[src/rtl/dmem_arbiter_if.sv]
// One requester port of the data-memory arbiter: request handshake plus response pulse.
// master = requester side, slave = arbiter side.
interface dmem_arbiter_if #(
   parameter int ADDR_W = 32,
   parameter int DATA_W = 32
);
   logic              req_valid;
   logic              req_ready;
   logic              req_we;
   logic [3:0]        req_be;
   logic [ADDR_W-1:0] req_addr;
   logic [DATA_W-1:0] req_wdata;
   logic              rsp_valid;
   logic [DATA_W-1:0] rsp_rdata;

   modport master (
      output req_valid, req_we, req_be, req_addr, req_wdata,
      input  req_ready, rsp_valid, rsp_rdata
   );

   modport slave (
      input  req_valid, req_we, req_be, req_addr, req_wdata,
      output req_ready, rsp_valid, rsp_rdata
   );
endinterface

[src/rtl/dmem_arbiter.sv]
// Shares one data memory between the core (port 0) and debug (port 1); one transaction in flight,
// response MEM_LAT cycles after grant; requesters are stalled via req_ready outside the accept window.
module dmem_arbiter #(
   parameter int ADDR_W  = 32,
   parameter int DATA_W  = 32,
   parameter int MEM_LAT = 1,
   parameter int FAIR    = 1
) (
   input  logic              clk,
   input  logic              rst_n,
   dmem_arbiter_if.slave     core,
   dmem_arbiter_if.slave     dbg,
   output logic              mem_en,
   output logic              mem_we,
   output logic [3:0]        mem_be,
   output logic [ADDR_W-1:0] mem_addr,
   output logic [DATA_W-1:0] mem_wdata,
   input  logic [DATA_W-1:0] mem_rdata,
   output logic              busy,
   output logic              owner
);
   typedef enum logic {IDLE, WAIT} state_t;

   localparam logic [2:0] LAT_M1 = 3'(MEM_LAT - 1);

   state_t     state, state_d;
   logic [2:0] cnt, cnt_d;
   logic       last_grant, last_grant_d;
   logic       owner_d;
   logic       owner_we, owner_we_d;

   logic window, rsp_cycle, gnt, winner;

   assign rsp_cycle = (state == WAIT) && (cnt == 3'd0);
   assign window    = (state == IDLE) || rsp_cycle;
   assign gnt       = window && (core.req_valid || dbg.req_valid);

   // On conflict, round-robin flips away from the last winner; fixed mode always favours the core.
   always_comb begin
      if (core.req_valid && dbg.req_valid)
         winner = (FAIR != 0) ? ~last_grant : 1'b0;
      else
         winner = dbg.req_valid;
   end

   always_ff @(posedge clk or negedge rst_n) begin
      if (!rst_n) begin
         state      <= IDLE;
         cnt        <= 3'd0;
         last_grant <= 1'b1;
         owner      <= 1'b0;
         owner_we   <= 1'b0;
      end else begin
         state      <= state_d;
         cnt        <= cnt_d;
         last_grant <= last_grant_d;
         owner      <= owner_d;
         owner_we   <= owner_we_d;
      end
   end

   always_comb begin
      state_d        = state;
      cnt_d          = cnt;
      last_grant_d   = last_grant;
      owner_d        = owner;
      owner_we_d     = owner_we;
      core.req_ready = 1'b0;
      dbg.req_ready  = 1'b0;
      mem_en         = 1'b0;
      mem_we         = 1'b0;
      mem_be         = 4'b0000;
      mem_addr       = '0;
      mem_wdata      = '0;

      if (state == WAIT) begin
         if (cnt != 3'd0)
            cnt_d = cnt - 3'd1;
         else
            state_d = IDLE;
      end

      // A grant in the response cycle overrides the return to IDLE.
      if (gnt) begin
         core.req_ready = ~winner;
         dbg.req_ready  = winner;
         mem_en         = 1'b1;
         mem_we         = winner ? dbg.req_we    : core.req_we;
         mem_be         = winner ? dbg.req_be    : core.req_be;
         mem_addr       = winner ? dbg.req_addr  : core.req_addr;
         mem_wdata      = winner ? dbg.req_wdata : core.req_wdata;
         state_d        = WAIT;
         cnt_d          = LAT_M1;
         last_grant_d   = winner;
         owner_d        = winner;
         owner_we_d     = winner ? dbg.req_we : core.req_we;
      end
   end

   assign core.rsp_valid = rsp_cycle && !owner;
   assign dbg.rsp_valid  = rsp_cycle && owner;
   assign core.rsp_rdata = (rsp_cycle && !owner && !owner_we) ? mem_rdata : '0;
   assign dbg.rsp_rdata  = (rsp_cycle && owner && !owner_we) ? mem_rdata : '0;
   assign busy           = (state == WAIT);
endmodule

[src/flat_wrapper.sv]
// flat-port wrapper written by rule: the top's interface ports become plain ports
module dmem_arbiter_flat 
#(
   parameter int ADDR_W  = 32,
   parameter int DATA_W  = 32,
   parameter int MEM_LAT = 1,
   parameter int FAIR    = 1
)
  (clk, rst_n, mem_en, mem_we, mem_be, mem_addr, mem_wdata, mem_rdata, busy, owner, core_req_valid, core_req_we, core_req_be, core_req_addr, core_req_wdata, core_req_ready, core_rsp_valid, core_rsp_rdata, dbg_req_valid, dbg_req_we, dbg_req_be, dbg_req_addr, dbg_req_wdata, dbg_req_ready, dbg_rsp_valid, dbg_rsp_rdata);
  dmem_arbiter_if #(.ADDR_W(ADDR_W), .DATA_W(DATA_W)) core_i ();
  dmem_arbiter_if #(.ADDR_W(ADDR_W), .DATA_W(DATA_W)) dbg_i ();
  input  logic clk;
  input  logic rst_n;
  output logic mem_en;
  output logic mem_we;
  output logic [3:0] mem_be;
  output logic [ADDR_W-1:0] mem_addr;
  output logic [DATA_W-1:0] mem_wdata;
  input  logic [DATA_W-1:0] mem_rdata;
  output logic busy;
  output logic owner;
  input wire logic [$bits(core_i.req_valid)-1:0] core_req_valid;
  input wire logic [$bits(core_i.req_we)-1:0] core_req_we;
  input wire logic [$bits(core_i.req_be)-1:0] core_req_be;
  input wire logic [$bits(core_i.req_addr)-1:0] core_req_addr;
  input wire logic [$bits(core_i.req_wdata)-1:0] core_req_wdata;
  output wire logic [$bits(core_i.req_ready)-1:0] core_req_ready;
  output wire logic [$bits(core_i.rsp_valid)-1:0] core_rsp_valid;
  output wire logic [$bits(core_i.rsp_rdata)-1:0] core_rsp_rdata;
  input wire logic [$bits(dbg_i.req_valid)-1:0] dbg_req_valid;
  input wire logic [$bits(dbg_i.req_we)-1:0] dbg_req_we;
  input wire logic [$bits(dbg_i.req_be)-1:0] dbg_req_be;
  input wire logic [$bits(dbg_i.req_addr)-1:0] dbg_req_addr;
  input wire logic [$bits(dbg_i.req_wdata)-1:0] dbg_req_wdata;
  output wire logic [$bits(dbg_i.req_ready)-1:0] dbg_req_ready;
  output wire logic [$bits(dbg_i.rsp_valid)-1:0] dbg_rsp_valid;
  output wire logic [$bits(dbg_i.rsp_rdata)-1:0] dbg_rsp_rdata;
  assign core_i.req_valid = core_req_valid;
  assign core_i.req_we = core_req_we;
  assign core_i.req_be = core_req_be;
  assign core_i.req_addr = core_req_addr;
  assign core_i.req_wdata = core_req_wdata;
  assign core_req_ready = core_i.req_ready;
  assign core_rsp_valid = core_i.rsp_valid;
  assign core_rsp_rdata = core_i.rsp_rdata;
  assign dbg_i.req_valid = dbg_req_valid;
  assign dbg_i.req_we = dbg_req_we;
  assign dbg_i.req_be = dbg_req_be;
  assign dbg_i.req_addr = dbg_req_addr;
  assign dbg_i.req_wdata = dbg_req_wdata;
  assign dbg_req_ready = dbg_i.req_ready;
  assign dbg_rsp_valid = dbg_i.rsp_valid;
  assign dbg_rsp_rdata = dbg_i.rsp_rdata;
  dmem_arbiter #(.ADDR_W(ADDR_W), .DATA_W(DATA_W), .MEM_LAT(MEM_LAT), .FAIR(FAIR)) u_core (.clk(clk), .rst_n(rst_n), .core(core_i), .dbg(dbg_i), .mem_en(mem_en), .mem_we(mem_we), .mem_be(mem_be), .mem_addr(mem_addr), .mem_wdata(mem_wdata), .mem_rdata(mem_rdata), .busy(busy), .owner(owner));
endmodule
[config.mk]
export PLATFORM = sky130hd
export DESIGN_NAME = dmem_arbiter_flat
export DESIGN_NICKNAME = d
export VERILOG_FILES = /design/src/rtl/dmem_arbiter_if.sv /design/src/rtl/dmem_arbiter.sv /design/src/flat_wrapper.sv
export SDC_FILE = /design/constraint.sdc
export NUM_CORES = 1
export LEC_CHECK = 0
export ABC_CLOCK_PERIOD_IN_PS = 1700
export BUFFER_PORTS_ARGS = -buffer_cell sky130_fd_sc_hd__buf_2
export CAP_MARGIN = 25
export CORE_AREA = 10 10 114 116
export CTS_CLUSTER_DIAMETER = 60
export DETAILED_ROUTE_END_ITERATION = 7
export DIE_AREA = 0 0 124 126
export PLACE_DENSITY = 0.62
export SLEW_MARGIN = 20
export SYNTH_ARGS = -nofsm -noshare
export SYNTH_HDL_FRONTEND = slang
export SYNTH_SLANG_ARGS = --single-unit
[constraint.sdc]
create_clock -name clk -period 1.7 [get_ports clk]
set_input_delay 0.085 -clock clk [delete_from_list [all_inputs] [get_ports clk]]
set_output_delay 0.085 -clock clk [all_outputs]
set_load 0.05 [all_outputs]
==> run summary, run 1 <==
worst endpoint data arrival time = 1.94 ns
Inserted Diodes = 0
clk_skew = 0.001509 ns
Layout Cells excl Fill = 676
Synth Flop Type = dfrtp_1
drt total wl = 17190 um
critical path type = register to primary output
RR Endpoint = u_core.owner_we
leakage = 3.097 nW
Hold Path Class = input port to register
Slew HR = 77.22%
Slew @ Worst Pin = 0.3397 ns
vias in the first global route = 3364
status = complete, but fails checks
Fmax = 494.7 MHz
Worst Hold Endpoint = u_core.busy
Placed Cells = 638
setup violators final = 138
post-synthesis sequential area ratio = 11.08%
top-area cell type share of the netlist area = 37.42%
IO buf count = 313
Die Footprint = 15620 sq um
Syn Area/Cell = 8.204 sq um
pwr dens = 1781 nW/um^2
CTS Buf Count = 3
IO Pins = 314
Reg2Reg Depth = 9
GRT Overall Usage = 17.13%
DR iter-0 viols = 180
FF+latch count, synth = 7
R2R Path Start = u_core.cnt[0]
cell count after synthesis = 194
Synth Net Count = 370
RSZ-0062 raised after global routing = true
share of post-route cells with drive strength above 1 = 95.71%
site row count = 38
Final Hold Fails = 0
Pre-antenna DRT Iters = 4
period utilization = 118.9%
crit path time final = 2.022 ns
EDFF count, synth = 0
Max rail drop VDD = 0.9839 mV
post-route ant nets = 0
Reg clk slew, reported paths = 0.04 ns
first-pass GRT wire length = 20930 um
root buf cell = clkbuf_8
Ys Warns = 0
Congestion Overflow GR = 0
violated checks = setup timing
endpoint type of the worst setup path = primary output
Initial Util = 14.88%
crit path launch type = register
Critical path origin = u_core.cnt[0]
Clk Latency, worst-skew pair = 0.23 ns
Core Util, Final = 56.58%
synthesized area = 1592 sq um
Post-route DRC = 0
DIE HEIGHT = 126 um
TritonCTS clock tree = yes
via/cell ratio = 4.541
RePlAce Congestion = 0.8782
Syn-to-layout area delta = 280.3%
clk buf depth = 2
max-slew violations = 0
post-synth cell types = 25
Die Wd = 124 um
CTS sink count = 7
FF-to-FF setup slack = -0.13 ns
routed length per instance = 25.42 um
Hold Path Depth = 2
most frequent cells after synthesis = 68 x a22o_1, 64 x and2_1, 10 x clkbuf_1, 9 x buf_6, 6 x dfrtp_1
asr flop ratio synth = 100.0%
maxcap violations = 0
H-tree depth = 1
synth top area cells = a22o_1 37%, and2_1 25%, dfrtp_1 9.4%
Worst Path Required = 1.62 ns
final worst setup slack = -0.3215 ns
via count = 3070
hold_ws = 0.1027 ns
Layout Nets = 713
hold path startpoint = dbg_req_valid
crit-path max FO = 18
total core area = 10700 sq um
most frequent cell after synthesis = a22o_1
initial antenna violation count = 1
setup_tns = -34.66 ns
Synth area leader = a22o_1
Final HPWL DP = 11020 um
largest net degree at the start of global routing = 33
through the flow:
stage / cell area (sq um) / power [W] / setup WS [ns]
floorplan: 1953 / 0.005366 / -0.1622
global placement: 3875 / 0.007087 / -0.1711
detailed placement: 3875 / 0.007158 / -0.2005
CTS: 5234 / 0.009451 / -0.2934
global route: 6053 / 0.01113 / -0.3841
finish: 6053 / 0.01078 / -0.3215
worst max-delay path by stage:
stage | endpoint | slack [ns] | cells after the start
2_1_floorplan | mem_addr[0] | -0.16 | 7
3_3_place_gp | mem_addr[29] | -0.17 | 7
4_1_cts | mem_addr[4] | -0.29 | 9
3_5_place_dp | mem_wdata[11] | -0.20 | 7
5_1_grt | mem_wdata[4] | -0.38 | 8
6_report | mem_wdata[3] | -0.32 | 8
final cells by class:
class,instances,area [sq um]
fillers,877,4644
repair buffers,360,3735
multi-input cells,160,1898
flip-flops and latches,7,178.9
well taps,140,175.2
clock buffers,4,45.04
inverters,5,21.27
sequential cells by signal, indices dropped and copies added, names as in the netlist:
register	flops
u_core.last_grant	1
u_core.cnt	3
u_core.busy	1
u_core.owner	1
u_core.owner_we	1
critical path, stage by stage, from the launching register on:
cell,delay [ns]
dfrtp_1,0.38
inv_2,0.08
ha_4,0.16
nand2b_4,0.08
a221oi_4,0.31
buf_6,0.18
buf_12,0.17
a22o_2,0.18
buf_6,0.16
placed cells by master, fill, tap and decap left out, drive strengths merged, types with 3 or more instances in the layout:
cell type  netlist  layout
a21o             4       4
a22o            68      68
and2            64      64
buf             12     352
clkbuf          10      11
dfrtp            6       6
inv              5       5
mux2i            3       3
nand2            4       4
nor2             4       4
kinds of logic after synthesis:
logic type | after synthesis | synth area share, %
adder cells (fa/ha/maj) | 2 | 1.572
multiplexers | 3 | 1.887
AO/OA/AOI/OAI | 77 | 44.26
AND/OR/NAND/NOR | 78 | 30.19
flip-flops | 7 | 11.08
buffers and inverters | 27 | 11.01
report_power, final:
part | internal, W | total, W | leakage, nW | switching, W
Sequential | 0.000256 | 0.000347 | 0.0801 | 0.0000915
Clock | 0.000162 | 0.000233 | 0.0228 | 0.0000708
Combinational | 0.00478 | 0.0102 | 2.99 | 0.00542
repair_timing:
item / in CTS / in global routing
pin swaps: 9 / 33
endpoints found under the hold margin: 7 / 0
gates cloned: 7 / 11
buffers inserted: 8 / 9
hold buffers: 1 / 0
gates resized for setup: 305 / 143
setup endpoints to repair: 137 / 139
metal layers:
layer / global-route usage [%] / up-vias / wire length (um)
met5: 0 / - / 12
met4: 2.507 / 2 / 277
met3: 6.345 / 18 / 1767
met2: 33.08 / 214 / 9190
met1: 17.07 / 1429 / 5938
li1: - / 1407 / -
(Power assumes the default switching activity.)
==> run 2, diff against run 1 <==
--- a/config.mk
+++ b/config.mk
@@ -5,7 +5,7 @@
 export SDC_FILE = /design/constraint.sdc
 export NUM_CORES = 1
 export LEC_CHECK = 0
-export ABC_CLOCK_PERIOD_IN_PS = 1700
+export ABC_CLOCK_PERIOD_IN_PS = 1680
 export BUFFER_PORTS_ARGS = -buffer_cell sky130_fd_sc_hd__buf_2
 export CAP_MARGIN = 25
 export CORE_AREA = 10 10 114 116
==> constraint.sdc (replaced) <==
create_clock -name clk -period 1.68 [get_ports clk]
set_input_delay 0.084 -clock clk [delete_from_list [all_inputs] [get_ports clk]]
set_output_delay 0.084 -clock clk [all_outputs]
set_load 0.05 [all_outputs]
==> run summary, run 2 (synthesis gave the netlist of run 1 again) <==
status = complete, but fails checks
violated checks = setup timing
Hold Path Depth = 2 (unchanged)
critical path type = register to primary output
crit-path max FO = 9 (-9)
leakage = 3.139 nW (+1.4%)
Final Hold Fails = 0 (unchanged)
largest net degree at the start of global routing = 33 (unchanged)
fillcell total = 847 (-3.4%)
worst endpoint data arrival time = 1.93 ns (about the same)
sequential share of power = 3.2% (about the same)
share of post-route cells with drive strength above 1 = 95.73% (about the same)
Pre-antenna DRT Iters = 4 (unchanged)
RR Endpoint = u_core.owner_we
IO buf count = 313 (unchanged)
R2R Path Start = u_core.cnt[1]
pwr dens = 1778 nW/um^2 (-0.21%)
crit path launch type = register
setup violators final = 136 (-1.4%)
Largest register FFs = 3 (unchanged)
drt total wl = 16600 um (-3.4%)
DIE HEIGHT = 126 um (unchanged)
max-slew violations = 0 (unchanged)
RSZ-0062 raised after global routing = true
Critical path origin = u_core.cnt[1]
via count = 3032 (-1.2%)
FF-to-FF setup slack = -0.02 ns (+0.11 ns)
Congestion Overflow GR = 0 (unchanged)
Final HPWL DP = 11480 um (+4.1%)
routed length per instance = 24.44 um (-3.9%)
root buf cell = clkbuf_8
Clock power frac = 2.2% (about the same)
first-pass GRT wire length = 21490 um (+2.7%)
Switching Fraction = 51.42% (-0.34 points)
Clk Latency, worst-skew pair = 0.23 ns (about the same)
maxcap violations = 0 (unchanged)
RePlAce Congestion = 0.8806 (+0.27%)
Max rail drop VDD = 1.056 mV (+7.3%)
Slew @ Worst Pin = 0.3970 ns (+0.05740 ns)
total net switching power = 0.005596 W (+0.26%)
Post-route DRC = 0 (unchanged)
DR iter-0 viols = 105 (-42%)
Detail Route met3 WL = 1732 um (-2.0%)
Inserted Diodes = 0 (unchanged)
Reg clk slew, reported paths = 0.04 ns (about the same)
final worst setup slack = -0.3309 ns (-0.009346 ns)
pre-CTS setup slack = -0.2221 ns (-0.02156 ns)
Layout Nets = 716 (+0.42%)
Reg2Reg Depth = 8 (-1)
DR WL met2 = 8796 um (-4.3%)
IO Pins = 314 (unchanged)
Worst Path Required = 1.60 ns (-0.02 ns)
CP endpoint = mem_addr[19]
Die Wd = 124 um (unchanged)
Syn-to-layout area delta = 284.7%
Initial Util = 14.88% (unchanged)
via/cell ratio = 4.465 (-1.7%)
crit path time final = 2.011 ns
site row count = 38 (unchanged)
initial antenna violation count = 1 (unchanged)
post-route ant nets = 0 (unchanged)
H-tree depth = 1 (unchanged)
most frequent cells in the layout = 176 x buf_2, 116 x buf_8, 60 x and2_4
clk_skew = 0.002772 ns (+0.001263 ns)
Fmax = 497.3 MHz
Slew HR = 73.37% (-3.8 points)
Core Util, Final = 57.23% (+0.64 points)
TritonCTS clock tree = yes
vias in the first global route = 3442 (+2.3%)
internal power = 0.005287 W (+1.6%)
Die Footprint = 15620 sq um (unchanged)
GRT Overall Usage = 17.67% (+0.54 points)
CTS Buf Count = 3 (unchanged)
Hold Path Class = input port to register
Biggest register = u_core.cnt
endpoint type of the worst setup path = primary output
CTS sink count = 7 (unchanged)
Gate power share = 94.6% (about the same)
clk buf depth = 2 (unchanged)
period utilization = 119.7%
most common cell after layout, fill and taps aside = buf_2
top layer in use = met4
total core area = 10700 sq um (unchanged)
routed metal-1 wirelength = 5658 um (-4.7%)
[run 2: cell count changes in the layout (fill, tap and decap cells not counted), sizes merged]
cell	change
buf	+3
[run 2: area by class of cell]
class	count	area [sq um]	share of cell area, %
Timing Repair Buffer	363	3770	61.58
Multi-Input combinational cell	160	1934	31.60
Sequential cell	7	178.9	2.923
Tap cell	140	175.2	2.861
Clock buffer	4	45.04	0.7357
Inverter	5	18.77	0.3066
[run 2: timing repair]
item,CTS,global route
setup buffers,10,5
gates cloned,6,8
pin swaps,22,43
gates resized for setup,347,102
hold endpoints to repair,7,0
hold buffers,1,0
setup endpoints to repair,137,141
[run 2: layer usage]
layer	vias up	GRT usage [%]
li1	1415	-
met1	1372	17.27
met2	219	34.02
met3	26	5.451
met4	0	5.352
met5	-	0
[run 2: worst min-delay path by stage]
stage | to | start | slack (ns)
final | u_core.busy | dbg_req_valid | 0.10
after floorplan | u_core.busy | rst_n | -0.21
after detailed placement | u_core.owner_we | rst_n | -0.07
after global routing | u_core.busy | dbg_req_valid | 0.11
after CTS | u_core.busy | dbg_req_valid | 0.1
after global placement | u_core.owner_we | rst_n | -0.07
[run 2: stage by stage]
step	std cells	total power, W	hold slack, ns	cell area (sq um)	setup TNS (ns)
4_1_cts	669	0.009954	0.09659	5535	-36.31
6_report	679	0.01088	0.1040	6122	-35.02
3_5_place_dp	648	0.007395	-0.07076	4009	-13.60
3_3_place_gp	648	0.007344	-0.07459	4009	-11.43
2_1_floorplan	194	0.005480	-0.2116	1971	-14.54
5_1_grt	679	0.01126	0.1072	6122	-44.56
[run 2: power groups by stage]
| stage | Clock (W) | Sequential [W] | Combinational [W] |
|---|---|---|---|
| finish | 0.000245 | 0.000344 | 0.0103 |
| global route | 0.000260 | 0.000355 | 0.0106 |
| CTS | 0.000250 | 0.000347 | 0.00936 |
| detailed placement | 0 | 0.000341 | 0.00705 |
| global placement | 0 | 0.000337 | 0.00701 |
| floorplan | 0 | 0.000383 | 0.00510 |
[run 2: worst max-delay path: stages, from the launching register on]
cell      delay, ns
dfrtp_1        0.38
inv_2          0.08
ha_4           0.16
nand2b_4       0.08
a221oi_4       0.31
buf_6          0.22
buf_16         0.15
a22o_2         0.15
buf_6          0.16
==> run 3, diff against run 2 <==
--- a/config.mk
+++ b/config.mk
@@ -5,14 +5,15 @@
 export SDC_FILE = /design/constraint.sdc
 export NUM_CORES = 1
 export LEC_CHECK = 0
+export ABC_AREA = 1
 export ABC_CLOCK_PERIOD_IN_PS = 1680
 export BUFFER_PORTS_ARGS = -buffer_cell sky130_fd_sc_hd__buf_2
 export CAP_MARGIN = 25
-export CORE_AREA = 10 10 114 116
+export CORE_AREA = 10 10 115 117
 export CTS_CLUSTER_DIAMETER = 60
 export DETAILED_ROUTE_END_ITERATION = 7
-export DIE_AREA = 0 0 124 126
-export PLACE_DENSITY = 0.62
+export DIE_AREA = 0 0 125 127
+export PLACE_DENSITY = 0.65
 export SLEW_MARGIN = 20
 export SYNTH_ARGS = -nofsm -noshare
 export SYNTH_HDL_FRONTEND = slang
==> run summary, run 3 <==
synth top area cells = nand3_1 19%, a21oi_1 18%, nand2_1 16%
FF-to-FF setup slack = 0.29 ns (+0.31 ns)
Die Wd = 125 um (+0.81%)
Syn-to-layout area delta = 217.5%
CP bufs+invs = 3 (-1)
Hold Path Depth = 5 (+3)
final worst setup slack = -0.05386 ns (+0.2770 ns)
status = complete, but fails checks
vias in the first global route = 4223 (+23%)
crit-path max FO = 32 (+23)
leakage = 2.990 nW (-4.7%)
Fmax = 576.7 MHz (+16%)
RSZ-0062 raised after global routing = true
Syn Area/Cell = 4.929 sq um (-40%)
largest net degree at the start of global routing = 55 (+67%)
dpl cell area = 4243 sq um (+5.8%)
root buf cell = clkbuf_16
Reg2Reg Depth = 9 (+1)
Finished Cell Area = 6165 sq um (+0.69%)
Biggest register = u_core.cnt
area of the multi-input gates = 2416 sq um (+25%)
Die Footprint = 15880 sq um (+1.6%)
Synth Flop Type = dfrtp_1
critical path's slowest cell = dfrtp_1
pwr dens = 590.5 nW/um^2 (-67%)
setup violators final = 93 (-32%)
via/cell ratio = 4.823 (+8.0%)
most frequent cell after synthesis = nand2_1
clk buf depth = 2 (unchanged)
post-route ant nets = 0 (unchanged)
most frequent cells after synthesis = 84 x nand2_1, 72 x nand3_1, 69 x a21oi_1, 42 x inv_1, 36 x nor2_1
Final HPWL DP = 11610 um (+1.1%)
Worst Path Required = 1.60 ns (about the same)
DR iter-0 viols = 157 (+50%)
endpoint type of the worst setup path = primary output
worst endpoint data arrival time = 1.65 ns (-0.28 ns)
Pre-antenna DRT Iters = 6 (+2)
critical path type = register to primary output
Clk Latency, worst-skew pair = 0.23 ns (about the same)
initial antenna violation count = 1 (unchanged)
R2R Path Start = u_core.cnt[1]
CTS Buf Count = 3 (unchanged)
Slew HR = 75.58% (+2.2 points)
sequential cell area = 180.2 sq um (+0.70%)
H-tree depth = 1 (unchanged)
pre-CTS setup slack = 0.05752 ns (+0.2796 ns)
Initial Util = 17.45% (+2.6 points)
fillcell total = 962 (+14%)
worst path cell trace = inv_2, ha_4, nand2_4, nor2_1, nand3b_1, buf_12, nor2_2, buf_6
asr flop ratio synth = 100.0% (unchanged)
Top delay family on crit path = buffers and inverters
share of post-route cells with drive strength above 1 = 71.31% (-24 points)
most frequent cells in the layout = 176 x buf_2, 122 x buf_6, 78 x nand2_1
crit path launch type = register
Core Util, Final = 55.41% (-1.8 points)
Synth area leader = nand3_1
Post-route DRC = 0 (unchanged)
max-slew violations = 0 (unchanged)
FF+latch count, synth = 7 (unchanged)
Ys Warns = 0 (unchanged)
Final Hold Fails = 0 (unchanged)
synthesized area = 1942 sq um (+22%)
clk_skew = 0.001985 ns (-0.0007875 ns)
violated checks = setup timing
post-synthesis sequential area ratio = 9.085% (-2.0 points)
most common cell after layout, fill and taps aside = buf_2
Congestion Overflow GR = 0 (unchanged)
RR Endpoint = u_core.owner
Hold Path Class = input port to register
TritonCTS clock tree = yes
post-synth cell types = 20 (-20%)
DIE HEIGHT = 127 um (+0.79%)
Largest register FFs = 3 (unchanged)
via count = 4124 (+36%)
Max rail drop VDD = 0.3408 mV (-68%)
EDFF count, synth = 0 (unchanged)
Largest stage delay, worst path = 0.37 ns (about the same)
IO Pins = 314 (unchanged)
GRT Overall Usage = 17.79% (+0.12 points)
routed length per instance = 20.75 um (-15%)
top-area cell type share of the netlist area = 18.56% (-19 points)
Reg clk slew, reported paths = 0.04 ns (about the same)
crit path time final = 1.734 ns (-0.2770 ns)
Worst Hold Endpoint = u_core.owner_we
period utilization = 103.2% (-16 points)
total core area = 11130 sq um (+4.0%)
CTS sink count = 7 (unchanged)
maxcap violations = 0 (unchanged)
RePlAce Congestion = 0.8404 (-4.6%)
hold path startpoint = core_req_we
Synth Net Count = 570 (+54%)
cell count after synthesis = 394 (+100%)
Slew @ Worst Pin = 0.3663 ns (-0.03074 ns)
Layout Nets = 888 (+24%)
first-pass GRT wire length = 23580 um (+9.7%)
site row count = 39 (+2.6%)
IO buf count = 313 (unchanged)
drt total wl = 17740 um (+6.9%)
[run 3: timing repair]
action / 4_1_cts / 5_1_grt
pin swaps: 2 / 9
hold endpoints to repair: 7 / 0
endpoints found under the setup margin: 135 / 136
setup buffers: 5 / 3
gates resized for setup: 294 / 109
gates cloned: 4 / 12
hold buffers: 1 / 0
[run 3: kinds of logic after synthesis]
group           after synthesis  synth area share (%)
fa+ha+maj                     2                 1.288
flops                         7                 9.085
simple gates                231                 52.51
buf+inv                      83                 18.81
compound gates               71                 18.30
[run 3: tightest hold or removal path, cell delays in order]
cell and delay (ns):
buf_2 0.08, nand2_1 0.04, nand2_1 0.06, nand2_2 0.08
nand2_1 0.06
[run 3: worst max path at each step]
stage,endpoint,slack [ns],start,depth (start not counted)
final,core_rsp_rdata[15],-0.05,u_core.cnt[1],8
after global routing,core_rsp_rdata[15],-0.12,u_core.cnt[1],8
after CTS,mem_be[0],-0.07,u_core.cnt[1],8
after detailed placement,mem_addr[31],0.06,u_core.cnt[1],8
after global placement,mem_wdata[4],0.07,u_core.cnt[1],8
after floorplan,mem_wdata[22],-0.28,u_core.cnt[0],7
[run 3: final cells by class]
type                    instances  area share, %
flip-flops and latches          7          2.923
diodes                          1        0.04059
multi-input cells             305          39.19
repair buffers                351          50.98
well taps                     143          2.902
inverters                      44          2.679
clock buffers                   4          1.279
[run 3: routing by layer]
metal	GRT usage, %	vias to the layer above	routed length (um)
met5	0	-	0
met4	4.268	0	456
met3	7.196	31	1733
met2	33.11	261	9326
met1	18.20	1904	6227
li1	-	1928	-
[run 3: power by group]
part / internal, W / switching [W]
logic: 0.00112 / 0.00192
registers: 0.000181 / 0.0000138
clock network: 0.000316 / 0.0000935
[run 3: metrics by stage]
step / hold WS (ns) / instances / power [W] / setup TNS, ns
final: 0.2091 / 855 / 0.003640 / -1.861
after global routing: 0.2364 / 855 / 0.003776 / -10.01
after CTS: 0.2255 / 841 / 0.003326 / -2.280
after detailed placement: -0.06889 / 827 / 0.002463 / 0
after global placement: -0.07374 / 827 / 0.002457 / 0
after floorplan: -0.2116 / 394 / 0.001799 / -17.34
